[src/rtl/prbs7_pkg.sv]
// Shared constants and types for the 32-bit PRBS7 (x^7+x^6+1) receive checker.
package prbs7_pkg;

    localparam int WORD_W      = 32;
    localparam int TAIL_W      = 7;
    localparam int PRBS7_TAP_A = 7;
    localparam int PRBS7_TAP_B = 6;

    // First word produced by the generator when seeded with 7'h7F
    localparam logic [WORD_W-1:0] PRBS7_FIRST_WORD = 32'hFE041851;

    typedef enum logic {
        SEARCH = 1'b0,
        LOCKED = 1'b1
    } lock_state_e;

endpackage

[src/rtl/prbs7_popcnt32.sv]
// Combinational population count of a 32-bit vector.
module prbs7_popcnt32 (
    input  logic [31:0] bits,
    output logic [5:0]  count
);

    // Sum the set bits
    always_comb begin
        count = '0;
        for (int i = 0; i < 32; i++) begin
            count = count + 6'(bits[i]);
        end
    end

endmodule

[src/rtl/prbs7_chk32b.sv]
// Self-synchronising PRBS7 checker: stage 1 scores each word against the
// recurrence, stage 2 tracks lock and accumulates SEU error statistics.
module prbs7_chk32b
    import prbs7_pkg::*;
#(
    parameter int LOCK_CNT   = 16,
    parameter int UNLOCK_CNT = 4,
    parameter int CNT_W      = 32
) (
    input  logic             CLK,
    input  logic             RSTn,
    input  logic             dataValid,
    input  logic [31:0]      dataIn,
    input  logic             clrCnt,
    output logic             errValid,
    output logic [5:0]       errBits,
    output logic             errFlag,
    output logic             locked,
    output logic [CNT_W-1:0] errBitCnt,
    output logic [CNT_W-1:0] errWordCnt,
    output logic [CNT_W-1:0] wordCnt,
    output logic [15:0]      lockLossCnt
);

    localparam logic [7:0]       LOCK_LAST   = 8'(LOCK_CNT - 1);
    localparam logic [7:0]       UNLOCK_LAST = 8'(UNLOCK_CNT - 1);
    localparam logic [CNT_W-1:0] CNT_ONE     = {{(CNT_W-1){1'b0}}, 1'b1};

    logic [TAIL_W-1:0]        tail;
    logic                     tail_valid;
    logic [WORD_W+TAIL_W-1:0] window;
    logic [WORD_W-1:0]        mismatch;
    logic [5:0]               pop;
    logic [CNT_W:0]           bit_sum;
    lock_state_e              state;
    logic [7:0]               good_run;
    logic [7:0]               bad_run;
    logic                     unlock_now;

    // Earliest bit sits at the top; window bit i+7 / i+6 are 7 / 6 bits earlier
    assign window = {tail, dataIn};

    // Each received bit must equal the XOR of its two tap predecessors
    always_comb begin
        mismatch = '0;
        for (int i = 0; i < WORD_W; i++) begin
            mismatch[i] = window[i] ^ window[i+PRBS7_TAP_A] ^ window[i+PRBS7_TAP_B];
        end
    end

    prbs7_popcnt32 u_popcnt (
        .bits  (mismatch),
        .count (pop)
    );

    // Wide enough to detect overflow so the bit counter clamps instead of wrapping
    assign bit_sum    = {1'b0, errBitCnt} + {{(CNT_W-5){1'b0}}, errBits};
    assign unlock_now = (state == LOCKED) && errValid && errFlag && (bad_run == UNLOCK_LAST);

    // Stage 1: tail tracking and per-word scoring; first word after reset only seeds
    always_ff @(posedge CLK) begin
        if (!RSTn) begin
            tail       <= '0;
            tail_valid <= 1'b0;
            errValid   <= 1'b0;
            errBits    <= '0;
            errFlag    <= 1'b0;
        end else begin
            errValid <= 1'b0;
            if (dataValid) begin
                tail       <= dataIn[TAIL_W-1:0];
                tail_valid <= 1'b1;
                if (tail_valid) begin
                    errValid <= 1'b1;
                    errBits  <= pop;
                    // An all-zero window satisfies the recurrence but is a dead link
                    errFlag  <= (pop != 6'd0) || (window == '0);
                end
            end
        end
    end

    // Stage 2: lock FSM plus saturating statistics, driven by the registered score
    always_ff @(posedge CLK) begin
        if (!RSTn) begin
            state       <= SEARCH;
            locked      <= 1'b0;
            good_run    <= '0;
            bad_run     <= '0;
            errBitCnt   <= '0;
            errWordCnt  <= '0;
            wordCnt     <= '0;
            lockLossCnt <= '0;
        end else begin
            if (errValid) begin
                case (state)
                    SEARCH: begin
                        if (errFlag) begin
                            good_run <= '0;
                        end else if (good_run == LOCK_LAST) begin
                            state    <= LOCKED;
                            locked   <= 1'b1;
                            good_run <= '0;
                        end else begin
                            good_run <= good_run + 8'd1;
                        end
                    end
                    LOCKED: begin
                        if (!errFlag) begin
                            bad_run <= '0;
                        end else if (unlock_now) begin
                            state    <= SEARCH;
                            locked   <= 1'b0;
                            bad_run  <= '0;
                            good_run <= '0;
                        end else begin
                            bad_run <= bad_run + 8'd1;
                        end
                    end
                    default: state <= SEARCH;
                endcase
            end

            // A clear wins over this cycle's contribution; lock state is not touched
            if (clrCnt) begin
                errBitCnt   <= '0;
                errWordCnt  <= '0;
                wordCnt     <= '0;
                lockLossCnt <= '0;
            end else if (errValid && state == LOCKED) begin
                if (wordCnt != '1) wordCnt <= wordCnt + CNT_ONE;
                if (errFlag) begin
                    if (errWordCnt != '1) errWordCnt <= errWordCnt + CNT_ONE;
                    errBitCnt <= bit_sum[CNT_W] ? '1 : bit_sum[CNT_W-1:0];
                end
                if (unlock_now && lockLossCnt != 16'hFFFF) lockLossCnt <= lockLossCnt + 16'd1;
            end
        end
    end

endmodule
[config.mk]
export PLATFORM = sky130hd
export DESIGN_NAME = prbs7_chk32b
export DESIGN_NICKNAME = d
export VERILOG_FILES = /design/src/rtl/prbs7_pkg.sv /design/src/rtl/prbs7_popcnt32.sv /design/src/rtl/prbs7_chk32b.sv
export SDC_FILE = /design/constraint.sdc
export NUM_CORES = 1
export LEC_CHECK = 0
export CORE_MARGIN = 3
export CORE_UTILIZATION = 55
export DETAILED_ROUTE_END_ITERATION = 12
export PLACE_DENSITY = 0.79
export SYNTH_ARGS = -nofsm -noshare
export SYNTH_HDL_FRONTEND = slang
export SYNTH_SLANG_ARGS = --single-unit
[constraint.sdc]
create_clock -name CLK -period 10.4 [get_ports CLK]
set_clock_uncertainty 0.05 [all_clocks]
set_input_delay 1.56 -clock CLK [delete_from_list [all_inputs] [get_ports CLK]]
set_output_delay 1.56 -clock CLK [all_outputs]
set_load 0.03 [all_outputs]
==> results of run 1 <==
area by class of cell:
type | count | area (µm²) | area share
multi-input combinational | 781 | 5578 | 0.5006
sequential | 146 | 2923 | 0.2623
timing repair buffer | 161 | 1599 | 0.1435
clock buffer | 19 | 452.9 | 0.04065
tap | 211 | 264.0 | 0.02369
clock inverter | 12 | 180.2 | 0.01617
inverter | 39 | 146.4 | 0.01314
layer usage:
layer	vias to the layer above	share of wire	routed length, µm
met3	20	0.065	1449
met5	-	0	0
met1	3843	0.45	10110
li1	4001	-	-
met4	0	0.0089	199
met2	265	0.47	10540
placed cells by master, fill, tap and decap left out, types with 30 or more instances in the layout:
| master | count |
|---|---|
| nand3_1 | 46 |
| clkdlybuf4s50_1 | 156 |
| o21ai_0 | 45 |
| nor2_1 | 62 |
| nand4_1 | 36 |
| inv_1 | 39 |
| nand2_1 | 62 |
| xnor2_1 | 74 |
| dfxtp_1 | 146 |
| a21oi_1 | 60 |
| and3_1 | 30 |
worst register-to-register path, delay by kind of cell (launching register included):
family                     cells  cell delay [ns]
adders and majority gates      8             3.61
xor gates and xnor gates       3             0.58
DFF                            1             0.46
AOI/OAI and AO/OA              3             0.41
and+or+nand+nor                1             0.18
buffers and inverters          3             0.16
final timing paths:
kind	startpoint	endpoint	slack, ns	cells after the start
setup reg to reg	tail[1]	errFlag	4.84	18
hold reg to reg	good_run[1]	good_run[1]	0.44	2
hold / removal	good_run[1]	good_run[1]	0.44	2
setup / recovery	dataIn[7]	errFlag	3.26	19
state kept, by name, summed over array words and instances (netlist names), 6 cells and up:
signal and count:
bad_run 8, errBitCnt 32, errBits 6, errWordCnt 32, good_run 8, lockLossCnt 16
tail 7, wordCnt 32
synth_stat cells (11+ instances only):
master	n
dfxtp_1	146
xnor2_1	74
nand2_1	62
nor2_1	62
a21oi_1	60
nand3_1	46
o21ai_0	45
inv_1	39
nand4_1	36
and3_1	30
clkbuf_1	30
or3_1	28
xor2_1	28
fa_1	25
ha_1	20
a31oi_1	18
nor2b_1	18
nor4_1	15
or4_1	15
mux2i_1	14
o31ai_1	12
a211oi_1	11
and4_1	11
nor3_1	11
stage by stage:
step / hold WS (ns) / total power, µW / instance area [µm²] / worst slack (ns) / utilization
6_report: 0.4390 / 2488 / 11140 / 3.264 / 0.7223
5_1_grt: 0.4642 / 2719 / 11140 / 2.971 / 0.7223
4_1_cts: 0.4341 / 2507 / 11140 / 3.271 / 0.7223
3_5_place_dp: 0.4273 / 1843 / 10510 / 2.833 / 0.6813
3_3_place_gp: 0.4195 / 1791 / 10510 / 2.922 / 0.6813
2_1_floorplan: 0.4035 / 1602 / 8803 / 3.620 / -
cells by family (layout without fill, tap and decap cells):
| logic type | after synthesis | count (layout) |
|---|---|---|
| flops | 146 | 146 |
| mux | 14 | 14 |
| simple gates | 385 | 385 |
| xor+xnor | 102 | 102 |
| fa+ha+maj | 45 | 45 |
| compound gates | 235 | 235 |
| buf+inv | 79 | 231 |
power groups by stage:
stage	combinational [µW]	clock [µW]	sequential, µW
after global routing	1440	695	580
after global placement	1200	0	592
after floorplan	1010	0	597
after CTS	1260	669	579
after detailed placement	1250	0	591
final	1250	659	580
==> impl_metrics.env, run 1 <==
export IMPL_outcome="finished, final reports clean"
export IMPL_p_clk_frac=0.265
export IMPL_cp_data_arrival_time_ns=7.38
export IMPL_ys_seq_area_frac=0.3320
export IMPL_synth_xor_area_frac=0.1015
export IMPL_synth_main_ff_cell="dfxtp_1"
export IMPL_yosys_warnings=0
export IMPL_totalWireLength_um=22300
export IMPL_power_density_nw_per_um2=223.3
export IMPL_antenna_cells=0
export IMPL_max_freq_mhz=140.1
export IMPL_swShare=0.3697
export IMPL_relSlewSlack=0.3243
export IMPL_vias=8129
export IMPL_hold_class="reg2reg"
export IMPL_dr_pass1_iters=5
export IMPL_cp_num_buf_inv=3
export IMPL_root_buffer="clkbuf_16"
export IMPL_ios=157
export IMPL_path_clk_slew_ns=0.06
export IMPL_finalCritPeriodShare=0.6862
export IMPL_post_drt_via_cell_ratio=5.938
export IMPL_grt_usage=0.2498
export IMPL_fin_setup_tns_ns=0
export IMPL_port_buffers=156
export IMPL_path_max_fanout=4
export IMPL_finalSetupViolCount=0
export IMPL_worstPathRequired_ns=10.64
export IMPL_pwr_share_seq=0.233
export IMPL_slew_violations=0
export IMPL_globalRoute_busiestLayer="met2"
export IMPL_syn_avg_cell_area_um2=8.751
export IMPL_drc=0
export IMPL_htreeDepth=4
export IMPL_use_met2=0.4144
export IMPL_async_reset_ff_frac=0
export IMPL_gp_congestion=0.9340
export IMPL_die_w_um=132.5
export IMPL_numCtsBuffers=17
export IMPL_grt_ovfl_total=0
export IMPL_wl_per_cell_um=16.29
export IMPL_rsz0062_at_grt="no"
export IMPL_synthesis_area_um2=8803
export IMPL_ant_nets=0
export IMPL_fin_cells=1369
export IMPL_clock_path_buffers=2
export IMPL_p_leak_uw=0.003703
export IMPL_grtUsageMet3=0.04525
export IMPL_cts_setup_buffers=0
export IMPL_coreArea_um2=15430
export IMPL_cts_sinks=146
export IMPL_syn_instance_count=1006
export IMPL_area_delta_synth_final_pct=26.58
export IMPL_clkLatencyLatePin_ns=0.42
export IMPL_synth_top_cell_by_area="dfxtp_1"
export IMPL_synthSimpleGateAreaFrac=0.2491
export IMPL_synth_area_leaders="dfxtp_1, xnor2_1, fa_1, a21oi_1, ha_1"
export IMPL_crit_type="in2reg"
export IMPL_crit_path_end_kind="flop"
export IMPL_synth_adder_area_share=0.08528
export IMPL_ctsHoldBuffers=0
export IMPL_worstSetupStartpointType="input port"
export IMPL_hold_viol=0
export IMPL_drv_cap=0
export IMPL_grt_pass1_wl_um=37270
export IMPL_die_area_um2=17560
export IMPL_switchingPower_uw=919.8
export IMPL_synth_seq_cells=146
export IMPL_post_route_min_period_ns=7.136
export IMPL_die_h_um=132.5
export IMPL_row_count=45
export IMPL_antenna_found_initial=0
export IMPL_cpMaxStageDelayCell="fa_1"
export IMPL_syn_nets=1087
export IMPL_ir_worst_vdd_v=0.0005641
export IMPL_synth_top_area_frac=0.3320
export IMPL_synth_edff_count=0
export IMPL_synth_compound_area_frac=0.1806
export IMPL_power_frac_comb=0.502
export IMPL_synthMuxAreaShare=0.01592
export IMPL_grt_pass1_vias=7563
export IMPL_hpwl_um=15820
export IMPL_cpPeakStageDelay_ns=0.58
export IMPL_worst_pin_slew_ns=1.013
export IMPL_drive_above_1_share=0.06131
export IMPL_nets=1227
export IMPL_place_inst=1338
export IMPL_path_delay_family="adder cells"
export IMPL_cts_tree="yes"
export IMPL_grt_max_degree=95
export IMPL_grt_use_met1=0.3407
export IMPL_start_util=0.5706
export IMPL_p_int_uw=1568
export IMPL_cp_cell_sequence="clkdlybuf4s50_1 > xnor2_1 > xnor2_1 > ha_1 > fa_1 > fa_1 > fa_1 > fa_1 > inv_1 > fa_1 > fa_1 > fa_1 > inv_1 > fa_1 > a21o_1 > a21oi_1 > xor2_1 > and3_1 > a21oi_1"
export IMPL_n_fill_cell=1242
export IMPL_cp_common_cell="fa_1"
export IMPL_drtIter0Drc=520
export IMPL_synth_top_family_by_area="simple AND/OR/NAND/NOR gates"
export IMPL_cts_resized_gates=0
export IMPL_ys_types=74
Power figures use the tool's default switching activity.
==> run 2: changes to the inputs <==
--- a/config.mk
+++ b/config.mk
@@ -6,9 +6,9 @@
 export NUM_CORES = 1
 export LEC_CHECK = 0
 export CORE_MARGIN = 3
-export CORE_UTILIZATION = 55
+export CORE_UTILIZATION = 54
 export DETAILED_ROUTE_END_ITERATION = 12
-export PLACE_DENSITY = 0.79
+export PLACE_DENSITY = 0.78
 export SYNTH_ARGS = -nofsm -noshare
 export SYNTH_HDL_FRONTEND = slang
 export SYNTH_SLANG_ARGS = --single-unit
==> constraint.sdc (replaced) <==
create_clock -name CLK -period 7.3 [get_ports CLK]
set_clock_uncertainty 0.05 [all_clocks]
set_input_delay 1.095 -clock CLK [delete_from_list [all_inputs] [get_ports CLK]]
set_output_delay 1.095 -clock CLK [all_outputs]
set_load 0.03 [all_outputs]
==> run 2 against run 1 <==
Against the previous run: count of clock-buffer cells in the layout grew 3; non-clock buffer count down 1; combinational power increased by 42%; via count up 0.50%.
==> impl_metrics.env, run 2 (synthesized netlist as in run 1, its figures left out) <==
export IMPL_row_count=46
export IMPL_power_frac_comb=0.507
export IMPL_numCtsBuffers=17
export IMPL_pwr_share_seq=0.237
export IMPL_p_int_uw=2200
export IMPL_ir_worst_vdd_v=0.0007057
export IMPL_drtIter0Drc=539
export IMPL_finalCritPeriodShare=0.9330
export IMPL_switchingPower_uw=1283
export IMPL_hpwl_um=16230
export IMPL_finalSetupViolCount=0
export IMPL_wl_per_cell_um=16.26
export IMPL_grt_max_degree=49
export IMPL_antenna_found_initial=0
export IMPL_m1WireLength_um=10270
export IMPL_grt_pass1_wl_um=36360
export IMPL_ios=157
export IMPL_multi_input_area_um2=5578
export IMPL_cp_data_arrival_time_ns=7.05
export IMPL_htreeDepth=4
export IMPL_routed_wl_met3_um=1321
export IMPL_path_max_fanout=4
export IMPL_place_area_um2=10510
export IMPL_gp_congestion=0.9585
export IMPL_relSlewSlack=0.4546
export IMPL_post_drt_via_cell_ratio=5.950
export IMPL_drc=0
export IMPL_grt_usage=0.2449
export IMPL_ant_nets=0
export IMPL_die_area_um2=17870
export IMPL_layout_common_cells="clkdlybuf4s50_1, dfxtp_1, xnor2_1"
export IMPL_port_buffers=156
export IMPL_drive_above_1_share=0.05877
export IMPL_cpMaxStageDelayCell="clkdlybuf4s50_1"
export IMPL_crit_cells=19
export IMPL_clkLatencyLatePin_ns=0.42
export IMPL_cts_resized_gates=0
export IMPL_area_delta_synth_final_pct=26.22
export IMPL_drv_cap=0
export IMPL_worstSetupStartpointType="input port"
export IMPL_outcome="finished, final reports clean"
export IMPL_final_area_um2=11110
export IMPL_r2r_cells=18
export IMPL_grt_ovfl_total=0
export IMPL_grt_pass1_vias=7309
export IMPL_post_route_min_period_ns=6.811
export IMPL_dr_max_layer_used="met4"
export IMPL_antenna_cells=0
export IMPL_whs_path_depth=2
export IMPL_worstPathRequired_ns=7.54
export IMPL_rsz0062_at_grt="no"
export IMPL_largestRegisters="errBitCnt (32), errWordCnt (32), wordCnt (32)"
export IMPL_cts_sinks=146
export IMPL_p_leak_uw=0.003686
export IMPL_p_clk_frac=0.256
export IMPL_wl_met2_um=10510
export IMPL_n_fill_cell=1292
export IMPL_totalWireLength_um=22330
export IMPL_root_buffer="clkbuf_16"
export IMPL_cp_cell_sequence="clkdlybuf4s50_1 > xnor2_1 > xnor2_1 > ha_1 > fa_1 > fa_1 > fa_1 > fa_1 > inv_1 > fa_1 > fa_1 > fa_1 > inv_1 > fa_1 > a21o_1 > a21oi_1 > xor2_1 > and3_1 > a21oi_1"
export IMPL_vias=8170
export IMPL_power_density_nw_per_um2=313.5
export IMPL_nets=1226
export IMPL_max_freq_mhz=146.8
export IMPL_cp_common_cell="fa_1"
export IMPL_coreArea_um2=15940
export IMPL_path_clk_slew_ns=0.06
export IMPL_cts_tree="yes"
export IMPL_hold_class="reg2reg"
export IMPL_path_delay_family="adder cells"
export IMPL_cp_num_buf_inv=3
export IMPL_fin_setup_tns_ns=0
export IMPL_die_h_um=133.7
export IMPL_ctsHoldBuffers=0
export IMPL_crit_type="in2reg"
export IMPL_slew_violations=0
export IMPL_die_w_um=133.7
export IMPL_start_util=0.5522
export IMPL_cpPeakStageDelay_ns=0.60
export IMPL_dr_pass1_iters=5
export IMPL_swShare=0.3683
export IMPL_hold_viol=0
export IMPL_cts_setup_buffers=0
export IMPL_crit_path_end_kind="flop"
export IMPL_layout_commonest_cell="clkdlybuf4s50_1"
export IMPL_regArea_um2=2923
export IMPL_worst_pin_slew_ns=0.8157
export IMPL_clock_path_buffers=2
run 2: changes by cell type in the layout (fill, tap and decap cells not counted), sizes merged:
cell	delta
clkbuf	+3
clkinv	-2
bufinv	-1
buf	-1
run 2: stage by stage:
| stage | instances | hold slack, ns | power [µW] | util | setup WS, ns |
|---|---|---|---|---|---|
| final | 1373 | 0.4325 | 3483 | 0.6970 | 0.4890 |
| after global routing | 1373 | 0.4501 | 3836 | 0.6970 | 0.1867 |
| after CTS | 1373 | 0.4339 | 3509 | 0.6970 | 0.4893 |
| after detailed placement | 1342 | 0.4272 | 2611 | 0.6592 | 0.04844 |
| after global placement | 1342 | 0.4188 | 2550 | 0.6592 | 0.2837 |
| after floorplan | 1006 | 0.4035 | 2282 | - | 0.9852 |
run 2: per-layer routing:
metal | vias up | GRT usage
li1 | 3999 | -
met1 | 3889 | 0.3367
met2 | 265 | 0.3976
met3 | 17 | 0.04909
met4 | 0 | 0.06286
met5 | - | 0
run 2: power groups by stage:
stage | Sequential, µW | Combinational, µW | Clock (µW)
2_1_floorplan | 850 | 1430 | 0
3_3_place_gp | 842 | 1710 | 0
3_5_place_dp | 842 | 1770 | 0
4_1_cts | 825 | 1780 | 904
5_1_grt | 827 | 2070 | 941
6_report | 826 | 1770 | 891
run 2: area by class of cell:
| class | count | share of cell area |
|---|---|---|
| clock buffers | 22 | 0.04268 |
| clock inverters | 9 | 0.01160 |
| inverters | 39 | 0.01317 |
| multi-input cells | 781 | 0.5020 |
| flip-flops and latches | 146 | 0.2630 |
| well taps | 216 | 0.02432 |
| repair buffers | 160 | 0.1432 |
run 2: worst paths after layout:
check	start	to	slack, ns
max	dataIn[8]	errFlag	0.49
min	wordCnt[13]	wordCnt[13]	0.43
max reg2reg	tail[1]	errFlag	1.74
min reg2reg	wordCnt[13]	wordCnt[13]	0.43
run 2: worst register-to-register path, stage by stage (launching register included):
cell     delay, ns
dfxtp_1       0.47
xor2_1        0.21
xnor2_1       0.17
fa_1          0.46
fa_1          0.48
inv_1         0.05
fa_1          0.47
fa_1          0.50
inv_1         0.06
fa_1          0.50
fa_1          0.60
fa_1          0.21
inv_1         0.06
fa_1          0.39
a21o_1        0.17
a21oi_1       0.17
xor2_1        0.17
and3_1        0.19
a21oi_1       0.08
